--- config.mk ---
export PLATFORM = sky130hd
export DESIGN_NAME = btn_debounce
export DESIGN_NICKNAME = d
export VERILOG_FILES = /design/src/rtl/btn_debounce_pkg.sv /design/src/rtl/btn_debounce_lane.sv /design/src/rtl/btn_debounce.sv
export SDC_FILE = /design/constraint.sdc
export NUM_CORES = 1
export LEC_CHECK = 0
export CAP_MARGIN = 10
export CORE_MARGIN = 1.5
export CORE_UTILIZATION = 63
export CTS_CLUSTER_DIAMETER = 30
export CTS_CLUSTER_SIZE = 24
export DETAILED_ROUTE_END_ITERATION = 16
export HOLD_SLACK_MARGIN = 0.15
export PLACE_DENSITY = 0.84
export SYNTH_ARGS = -nofsm -noshare
export SYNTH_HDL_FRONTEND = slang
export SYNTH_SLANG_ARGS = --single-unit
export TNS_END_PERCENT = 5
--- constraint.sdc ---
create_clock -name clk_in -period 5.4 [get_ports clk_in]
set_input_delay 1.62 -clock clk_in [delete_from_list [all_inputs] [get_ports clk_in]]
set_output_delay 1.62 -clock clk_in [all_outputs]
set_load 0.03 [all_outputs]
--- src/rtl/btn_debounce_pkg.sv ---
// Shared types and widths for the front-panel button debouncer.
package vm_btn_pkg;

    localparam int BTN_CNT_W = 8;
    localparam int BTN_RPT_W = 16;

    typedef enum logic [1:0] {
        IDLE         = 2'd0,
        PRESS_WAIT   = 2'd1,
        HELD         = 2'd2,
        RELEASE_WAIT = 2'd3
    } lane_state_e;

endpackage

--- src/rtl/btn_debounce_lane.sv ---
// One debounce lane: state machine, agreement counter and registered level/pulse outputs.
// Optional auto-repeat of btn_press while held is enabled by defining BTN_AUTOREPEAT_EN.
module btn_debounce_lane
    import vm_btn_pkg::*;
#(
    parameter int STABLE_TICKS = 4
`ifdef BTN_AUTOREPEAT_EN
    ,
    parameter int REPEAT_DELAY = 50,
    parameter int REPEAT_RATE  = 10
`endif
) (
    input  logic clk_in,
    input  logic reset,
    input  logic tick,
    input  logic btn_s,
    output logic btn_level,
    output logic btn_press,
    output logic btn_release
);

    localparam logic [BTN_CNT_W-1:0] CNT_ZERO = BTN_CNT_W'(0);
    localparam logic [BTN_CNT_W-1:0] CNT_ONE  = BTN_CNT_W'(1);
    localparam logic [BTN_CNT_W-1:0] CNT_LAST = BTN_CNT_W'(STABLE_TICKS - 1);
    localparam bit                   SINGLE   = (STABLE_TICKS == 1);

`ifdef BTN_AUTOREPEAT_EN
    localparam logic [BTN_RPT_W-1:0] RPT_ZERO   = BTN_RPT_W'(0);
    localparam logic [BTN_RPT_W-1:0] RPT_ONE    = BTN_RPT_W'(1);
    localparam logic [BTN_RPT_W-1:0] RPT_LAST   = BTN_RPT_W'(REPEAT_DELAY - 1);
    localparam logic [BTN_RPT_W-1:0] RPT_RELOAD = BTN_RPT_W'(REPEAT_DELAY - REPEAT_RATE);
    logic [BTN_RPT_W-1:0] rpt_r;
`endif

    lane_state_e          state_r;
    logic [BTN_CNT_W-1:0] cnt_r;

    // Lane FSM; pulses default low so each lasts exactly one clk_in cycle.
    always_ff @(posedge clk_in) begin
        if (reset) begin
            state_r     <= IDLE;
            cnt_r       <= CNT_ZERO;
            btn_level   <= 1'b0;
            btn_press   <= 1'b0;
            btn_release <= 1'b0;
`ifdef BTN_AUTOREPEAT_EN
            rpt_r       <= RPT_ZERO;
`endif
        end else begin
            btn_press   <= 1'b0;
            btn_release <= 1'b0;
            if (tick) begin
                case (state_r)
                    IDLE: begin
                        if (btn_s && SINGLE) begin
                            state_r   <= HELD;
                            cnt_r     <= CNT_ZERO;
                            btn_level <= 1'b1;
                            btn_press <= 1'b1;
`ifdef BTN_AUTOREPEAT_EN
                            rpt_r     <= RPT_ZERO;
`endif
                        end else if (btn_s) begin
                            state_r <= PRESS_WAIT;
                            cnt_r   <= CNT_ONE;
                        end else begin
                            cnt_r <= CNT_ZERO;
                        end
                    end
                    PRESS_WAIT: begin
                        if (!btn_s) begin
                            state_r <= IDLE;
                            cnt_r   <= CNT_ZERO;
                        end else if (cnt_r == CNT_LAST) begin
                            state_r   <= HELD;
                            cnt_r     <= CNT_ZERO;
                            btn_level <= 1'b1;
                            btn_press <= 1'b1;
`ifdef BTN_AUTOREPEAT_EN
                            rpt_r     <= RPT_ZERO;
`endif
                        end else begin
                            cnt_r <= cnt_r + CNT_ONE;
                        end
                    end
                    HELD: begin
                        if (!btn_s && SINGLE) begin
                            state_r     <= IDLE;
                            cnt_r       <= CNT_ZERO;
                            btn_level   <= 1'b0;
                            btn_release <= 1'b1;
`ifdef BTN_AUTOREPEAT_EN
                            rpt_r       <= RPT_ZERO;
`endif
                        end else if (!btn_s) begin
                            state_r <= RELEASE_WAIT;
                            cnt_r   <= CNT_ONE;
                        end else begin
                            cnt_r <= CNT_ZERO;
`ifdef BTN_AUTOREPEAT_EN
                            // Reload keeps later repeats REPEAT_RATE ticks apart.
                            if (rpt_r == RPT_LAST) begin
                                btn_press <= 1'b1;
                                rpt_r     <= RPT_RELOAD;
                            end else begin
                                rpt_r <= rpt_r + RPT_ONE;
                            end
`endif
                        end
                    end
                    RELEASE_WAIT: begin
                        if (btn_s) begin
                            state_r <= HELD;
                            cnt_r   <= CNT_ZERO;
                        end else if (cnt_r == CNT_LAST) begin
                            state_r     <= IDLE;
                            cnt_r       <= CNT_ZERO;
                            btn_level   <= 1'b0;
                            btn_release <= 1'b1;
`ifdef BTN_AUTOREPEAT_EN
                            rpt_r       <= RPT_ZERO;
`endif
                        end else begin
                            cnt_r <= cnt_r + CNT_ONE;
                        end
                    end
                    default: begin
                        state_r <= IDLE;
                        cnt_r   <= CNT_ZERO;
                    end
                endcase
            end else begin
                state_r <= state_r;
            end
        end
    end

endmodule

--- src/rtl/btn_debounce.sv ---
// Front-panel debouncer: input synchronizers, sample strobe edge detect and N_BTN lanes.
// Define BTN_AUTOREPEAT_EN to enable auto-repeat press pulses while a button is held.
module btn_debounce
    import vm_btn_pkg::*;
#(
    parameter int N_BTN        = 4,
    parameter int STABLE_TICKS = 4,
    parameter int REPEAT_DELAY = 50,
    parameter int REPEAT_RATE  = 10
) (
    input  logic             clk_in,
    input  logic             reset,
    input  logic             sample_clk,
    input  logic [N_BTN-1:0] btn_raw,
    output logic [N_BTN-1:0] btn_level,
    output logic [N_BTN-1:0] btn_press,
    output logic [N_BTN-1:0] btn_release
);

    logic [N_BTN-1:0] sync1_r;
    logic [N_BTN-1:0] btn_s;
    logic             sample_clk_d_r;
    logic             tick_s;

    if (STABLE_TICKS < 1 || STABLE_TICKS > 255) begin : g_bad_stable
        $error("btn_debounce: STABLE_TICKS must be 1..255");
    end
    if (REPEAT_RATE < 1 || REPEAT_RATE > REPEAT_DELAY || REPEAT_DELAY > 65535) begin : g_bad_repeat
        $error("btn_debounce: need 1 <= REPEAT_RATE <= REPEAT_DELAY <= 65535");
    end

    // Two-flop synchronizer per raw input plus the sample strobe history flop.
    always_ff @(posedge clk_in) begin
        if (reset) begin
            sync1_r        <= '0;
            btn_s          <= '0;
            sample_clk_d_r <= 1'b0;
        end else begin
            sync1_r        <= btn_raw;
            btn_s          <= sync1_r;
            sample_clk_d_r <= sample_clk;
        end
    end

    assign tick_s = sample_clk & ~sample_clk_d_r;

    for (genvar i = 0; i < N_BTN; i++) begin : g_lane
        btn_debounce_lane #(
            .STABLE_TICKS(STABLE_TICKS)
`ifdef BTN_AUTOREPEAT_EN
            ,
            .REPEAT_DELAY(REPEAT_DELAY),
            .REPEAT_RATE (REPEAT_RATE)
`endif
        ) u_lane (
            .clk_in     (clk_in),
            .reset      (reset),
            .tick       (tick_s),
            .btn_s      (btn_s[i]),
            .btn_level  (btn_level[i]),
            .btn_press  (btn_press[i]),
            .btn_release(btn_release[i])
        );
    end

endmodule
==> metrics.md, run 1 <==
| Metric | Value |
|---|---|
| Outcome | `completed` |
| Critical Path Sink Type | `flip-flop` |
| Hold Crit Class | `flip-flop to flip-flop` |
| Unique cell type count in the Yosys netlist | `49` |
| CTS tree | `yes` |
| Crit Path Category | `primary input to flip-flop` |
| Row cnt | `24` |
| Final instance area | `3192 um^2` |
| #FFs+latches synth | `61` |
| Post-synth EDFFs | `0` |
| H-tree levels | `3` |
| Sink Count | `61` |
| Total CTS buffers | `9` |
| Die outline width | `70.40 um` |
| Yosys top cell by area | `dfxtp_1` |
| DP Wirelength | `3.992 mm` |
| Yosys top cell area share | `0.4268` |
| Setup TNS | `0 ns` |
| Cells on worst reg2reg path | `4` |
| Ys Warns | `0` |
| Required @ worst endpoint | `5.61 ns` |
| Dominant synthesized flop cell | `dfxtp_1` |
| Hold endpoint | `btn_s[1]` |
| Die Ht | `70.40 um` |
| Hold bufs inserted after CTS | `0` |
| Type of origin of the critical path | `primary input` |
| Layout cells sized above 1 | `0.07353` |
| Aggregate routed wire length | `5.991 mm` |
| Syn_nets | `341` |
| Final #Nets | `348` |
| Antenna fix cells | `0` |
| Final Hold Viols | `0` |
| Root Buffer | `clkbuf_8` |
| Post-CTS setup buffer count | `0` |
| Vias per cell | `6.224` |
| Vias in the first global route | `2279` |
| CTS Buffer Depth | `2` |
| Seq/Total Area, Yosys | `0.4268` |
| Initial DRT Pass Iterations | `4` |
| GP Congestion | `0.8656` |
| Drt wl/cell | `15.28 um` |
| Worst hold start | `sync1_r[1]` |
| Post-synth ARST share | `0` |
| CP max FO | `14` |
| First-pass GRT wire length | `10.29 mm` |
| Actual slew at the worst max-slew pin | `1.092 ns` |
| Core box area | `4354 um^2` |
| Worst relative slew slack | `0.2650` |
| Synth-to-Final Area Change | `11.54%` |
| Ranking of synthesized cells by area | `dfxtp_1, nand2_1, nand3_1` |
| Initial Util | `0.6572` |
| Initial antenna violation count | `0` |
| Slew Limit Fails | `0` |
| Leakage | `0.001099 uW` |
| DRC viols | `0` |
| Avg Cell Area, Syn | `8.724 um^2` |
| VDD IR max | `0.2207 mV` |
| Worst r2r src | `g_lane[0].u_lane.cnt_r[3]` |
| Hold path depth | `1` |
| Worst endpoint data arrival time | `3.81 ns` |
| Mapped Cells | `328` |
| Flop-to-flop setup slack | `3.15 ns` |
| F_max | `0.2775 GHz` |
| Largest net degree at the start of global routing | `36` |
| Worst-skew pair later-pin latency | `0.34 ns` |
| Fillers | `331` |
| DRT iter0 DRCs | `219` |
| Total GRT Usage | `0.2576` |
| Final setup viols | `0` |
| Worst R2R End | `g_lane[0].u_lane.cnt_r[3]` |
| PD cells | `286.2 nW/um^2` |
| Clock skew | `0.009799 ns` |
| # port buffers | `18` |
| Mapped cell area | `2861 um^2` |
| Die ar. | `4955 um^2` |
| Max_cap viols | `0` |
| Most common cell in the netlist | `dfxtp_1` |
| Post-synth top cells | `dfxtp_1, nand2_1, nor2_1` |
| Post-route ant nets | `0` |
| Total number of vias | `2440` |
| Area after DPL | `2982 um^2` |
| GR Overflow Total | `0` |
| Period minus WS final | `3.604 ns` |
| CTS resizes | `0` |
| Period utilization | `0.6674` |
| I/O pin cnt | `19` |
| RSZ-0062 raised after global routing | `no` |
| Reg clk slew, reported paths | `0.07 ns` |
[placed cells by master (no fill, tap or decap), types with 3 or more instances in the layout]
cell             synthesis  routed
and3_1                   4       4
nor3_1                   7       7
inv_1                   12      12
nand3_1                 23      23
clkbuf_8                 0      11
a21oi_1                 12      12
clkdlybuf4s50_1          0      18
nor4_1                   8       8
xor2_1                   9       9
nor4bb_1                 3       3
o21ai_0                  5       5
xnor2_1                  8       8
buf_4                   12       3
a41oi_1                  4       4
ha_1                     6       6
or4_1                    4       4
a31oi_1                 10      10
mux2i_1                  5       5
a211oi_1                 3       3
nor2b_1                 10      10
nand2_1                 35      35
dfxtp_1                 61      61
nand4_1                 10      10
nor4b_1                  4       4
nor2_1                  26      26
nand2b_1                 3       3
[worst max-delay path by stage]
| stage | from | to | slack [ns] | cells past startpoint |
|---|---|---|---|---|
| after floorplan | sample_clk | flip-flop | 2.73 | 6 |
| after global placement | sample_clk | g_lane[1].u_lane.cnt_r[4] | 1.59 | 5 |
| after detailed placement | sample_clk | g_lane[1].u_lane.cnt_r[5] | 1.46 | 5 |
| after CTS | sample_clk | g_lane[1].u_lane.cnt_r[5] | 1.82 | 5 |
| after global routing | sample_clk | g_lane[1].u_lane.cnt_r[6] | 1.64 | 5 |
| final | sample_clk | g_lane[1].u_lane.cnt_r[5] | 1.80 | 5 |
[cells by family after synthesis]
| logic type | count (synthesis) | share of synthesized area |
|---|---|---|
| simple gates | 151 | 0.2838 |
| flops | 61 | 0.4268 |
| compound gates | 51 | 0.1264 |
| buf+inv | 37 | 0.06734 |
| xor+xnor | 17 | 0.05204 |
| fa+ha+maj | 6 | 0.02623 |
| mux | 5 | 0.01749 |
[metrics by stage]
step	hold WS, ns	worst slack, ns	util	power (uW)	instances
final	0.4361	1.796	0.7330	913.4	392
after global routing	0.4528	1.636	0.7330	940.4	392
after CTS	0.4423	1.819	0.7330	914.4	392
after detailed placement	0.4256	1.460	0.6848	503.7	376
after global placement	0.4185	1.588	0.6848	502.7	376
after floorplan	0.4138	2.726	-	491.2	328
[routing by layer]
| layer | wire length, um | GRT usage | vias up |
|---|---|---|---|
| met3 | 275 | 0.04618 | 16 |
| met1 | 2758 | 0.3367 | 1158 |
| li1 | - | - | 1189 |
| met2 | 2799 | 0.4036 | 77 |
| met4 | 157 | 0.1368 | 0 |
| met5 | 0 | 0 | - |
[critical path, cell delays in order]
cell and delay (ns):
clkdlybuf4s50_1 0.54, nor2b_1 0.78, nor2_1 0.28, a41oi_1 0.49
nor2_1 0.11
[layout make-up]
class | instances | area, um^2 | share of cell area
repair buffers | 21 | 202.7 | 0.06350
well taps | 52 | 65.06 | 0.02038
clock inverters | 5 | 58.81 | 0.01842
clock buffers | 11 | 151.4 | 0.04743
inverters | 12 | 45.04 | 0.01411
flip-flops and latches | 61 | 1221 | 0.3826
multi-input cells | 230 | 1448 | 0.4535
[state kept, by name, indices dropped and copies added (netlist names), named ones only]
signal	cells
g_lane.u_lane.state_r	4
g_lane.u_lane.btn_release	4
g_lane.u_lane.btn_level	4
g_lane.u_lane.btn_press	4
g_lane.u_lane.cnt_r	32
sync1_r	4
btn_s	4
sample_clk_d_r	1
[power by group]
| part | switching, uW | internal [uW] |
|---|---|---|
| combinational | 22.9 | 12.3 |
| sequential | 4.46 | 454 |
| clock | 181 | 238 |
Note: power is estimated with default switching activity, not from simulation.
==> inputs of run 2 (changes only) <==
CORE_UTILIZATION = 58   (was 63)
PLACE_DENSITY = 0.79   (was 0.84)
clock period = 3.6 ns   (was 5.4 ns; I/O delays follow)
==> run 2 against run 1 <==
- register-to-register slack lost 1.7 ns
- design area grew 1.5%
- total power grew 57%
- setup slack lost 0.77 ns
- worst hold slack gained 0.0012 ns
- global-route usage shrank 1.8 points
- critical path depth is the same
- core utilization shrank 4.7 points
- clock skew shrank 0.0015 ns
- flip-flop and latch count is the same
- first-iteration DRC count shrank 5.9%
- clock-buffer cell count grew 1
==> metrics.md, run 2 (same netlist as run 1, synthesis figures left out) <==
| Metric | Value |
|---|---|
| Core Util, Final | `0.6861` |
| DP Wirelength | `4.008 mm` |
| First-pass GRT wire length | `9.929 mm` |
| Final Hold Viols | `0` |
| Die Ht | `73.24 um` |
| Critical path cell sequence | `clkdlybuf4s50_1 > nand2b_1 > buf_4 > o21ai_0 > nor2_1` |
| Crit path launch | `sample_clk` |
| Layout cells sized above 1 | `0.07602` |
| Slowest stage delay, CP | `0.54 ns` |
| Actual slew at the worst max-slew pin | `1.005 ns` |
| Register Area | `1221 um^2` |
| RSZ-0062 raised after global routing | `no` |
| F_max | `0.3888 GHz` |
| Seq pwr share | `0.481` |
| DRC viols | `0` |
| Die ar. | `5364 um^2` |
| H-tree levels | `3` |
| Most flops, register | `g_lane.u_lane.cnt_r` |
| CP delay by family, top | `buffers and inverters` |
| Post-route ant nets | `0` |
| CP max stage cell | `clkdlybuf4s50_1` |
| Worst relative slew slack | `0.3238` |
| GR Overflow Total | `0` |
| Dpl cells | `393` |
| Switch share | `0.2124` |
| I/O pin cnt | `19` |
| Initial DRT Pass Iterations | `4` |
| Worst hold start | `sync1_r[0]` |
| Antenna fix cells | `0` |
| WP buf/inv | `2` |
| Worst r2r src | `g_lane[0].u_lane.cnt_r[3]` |
| Worst endpoint data arrival time | `2.78 ns` |
| # port buffers | `18` |
| Total number of vias | `2389` |
| GP Congestion | `0.8151` |
| Total Power | `1431 uW` |
| Vias per cell | `5.841` |
| CTS resizes | `0` |
| Aggregate routed wire length | `5.804 mm` |
| Largest register FFs | `32` |
| Type of origin of the critical path | `primary input` |
| Slew Limit Fails | `0` |
| Worst-skew pair later-pin latency | `0.34 ns` |
| PD cells | `441.5 nW/um^2` |
| Die outline width | `73.24 um` |
| NetSw | `303.9 uW` |
| Reg clk slew, reported paths | `0.07 ns` |
| Setup TNS | `0 ns` |
| Hold Crit Class | `flip-flop to flip-flop` |
| Initial Util | `0.6058` |
| DRT iter0 DRCs | `206` |
| CP max FO | `18` |
| Final #Nets | `350` |
| Pint | `1127 uW` |
| Comb pwr share | `0.038` |
| Critical Path Sink Type | `flip-flop` |
| Root Buffer | `clkbuf_8` |
| Outcome | `completed` |
| Core box area | `4723 um^2` |
| Initial antenna violation count | `0` |
| Required @ worst endpoint | `3.81 ns` |
| Final setup viols | `0` |
| Largest net degree at the start of global routing | `24` |
| Total GRT Usage | `0.2399` |
| Period minus WS final | `2.572 ns` |
| Clock skew | `0.008300 ns` |
| Hold bufs inserted after CTS | `0` |
| Area of the multi-input gates | `1448 um^2` |
| Vias in the first global route | `2212` |
| Clk pwr share | `0.481` |
| Row cnt | `25` |
| Most common cell after layout, fill and taps aside | `dfxtp_1` |
| Max_cap viols | `0` |
| CTS tree | `yes` |
| Finished Layout Cells | `409` |
| CTS Buffer Depth | `2` |
| Drt wl/cell | `14.19 um` |
| Crit Path Category | `primary input to flip-flop` |
| Fillers | `384` |
| Final hold slack | `0.4373 ns` |
| Period utilization | `0.7145` |
| Total CTS buffers | `9` |
| Leakage | `0.001124 uW` |
| Synth-to-Final Area Change | `13.25%` |
| Post-CTS setup buffer count | `0` |
| Sink Count | `61` |
| Commonest non-fill, non-tap cells in the layout | `dfxtp_1, nand2_1, nor2_1` |
| VDD IR max | `0.2802 mV` |
==> run 2: cell count changes in the layout (fill, tap and decap cells not counted), sizes merged <==
cell,before,now
clkinvlp,2,0
clkbuf,11,12
bufinv,1,2
buf,3,5
==> run 2: path summary, 6_finish.rpt <==
check                              endpoint  slack [ns]  depth (start not counted)
hold / removal                     btn_s[0]        0.44                          1
setup / recovery  g_lane[2].u_lane.cnt_r[7]        1.03                          5
setup reg to reg  g_lane[0].u_lane.cnt_r[3]        1.48                          4
hold reg to reg                    btn_s[0]        0.44                          1
==> run 2: power groups by stage <==
stage / clock (uW) / combinational (uW) / sequential (uW)
after floorplan: 0 / 35.9 / 701
after global placement: 0 / 52.6 / 703
after detailed placement: 0 / 54.0 / 703
after CTS: 697 / 54.0 / 688
after global routing: 723 / 59.8 / 688
final: 689 / 54.1 / 688
==> run 2: final cells by class <==
type / count / area share
clock buffer: 12 / 0.04788
clock inverter: 4 / 0.02162
timing repair buffer: 23 / 0.06718
tap: 67 / 0.02587
inverter: 12 / 0.01390
multi-input combinational: 230 / 0.4467
sequential: 61 / 0.3768
==> run 2: per-layer routing <==
metal | share of wire | GRT usage | up-vias | wire (um)
met3 | 0.040 | 0.04696 | 12 | 234
li1 | - | - | 1195 | -
met5 | 0 | 0 | - | 0
met2 | 0.45 | 0.3636 | 59 | 2611
met1 | 0.48 | 0.3155 | 1123 | 2801
met4 | 0.027 | 0.1426 | 0 | 156
==> run 2: metrics by stage <==
stage / instance area [um^2] / setup slack (ns)
floorplan: 2861 / 1.466
global placement: 3015 / 0.7269
detailed placement: 3015 / 0.6615
CTS: 3241 / 1.033
global route: 3241 / 0.8863
finish: 3241 / 1.028
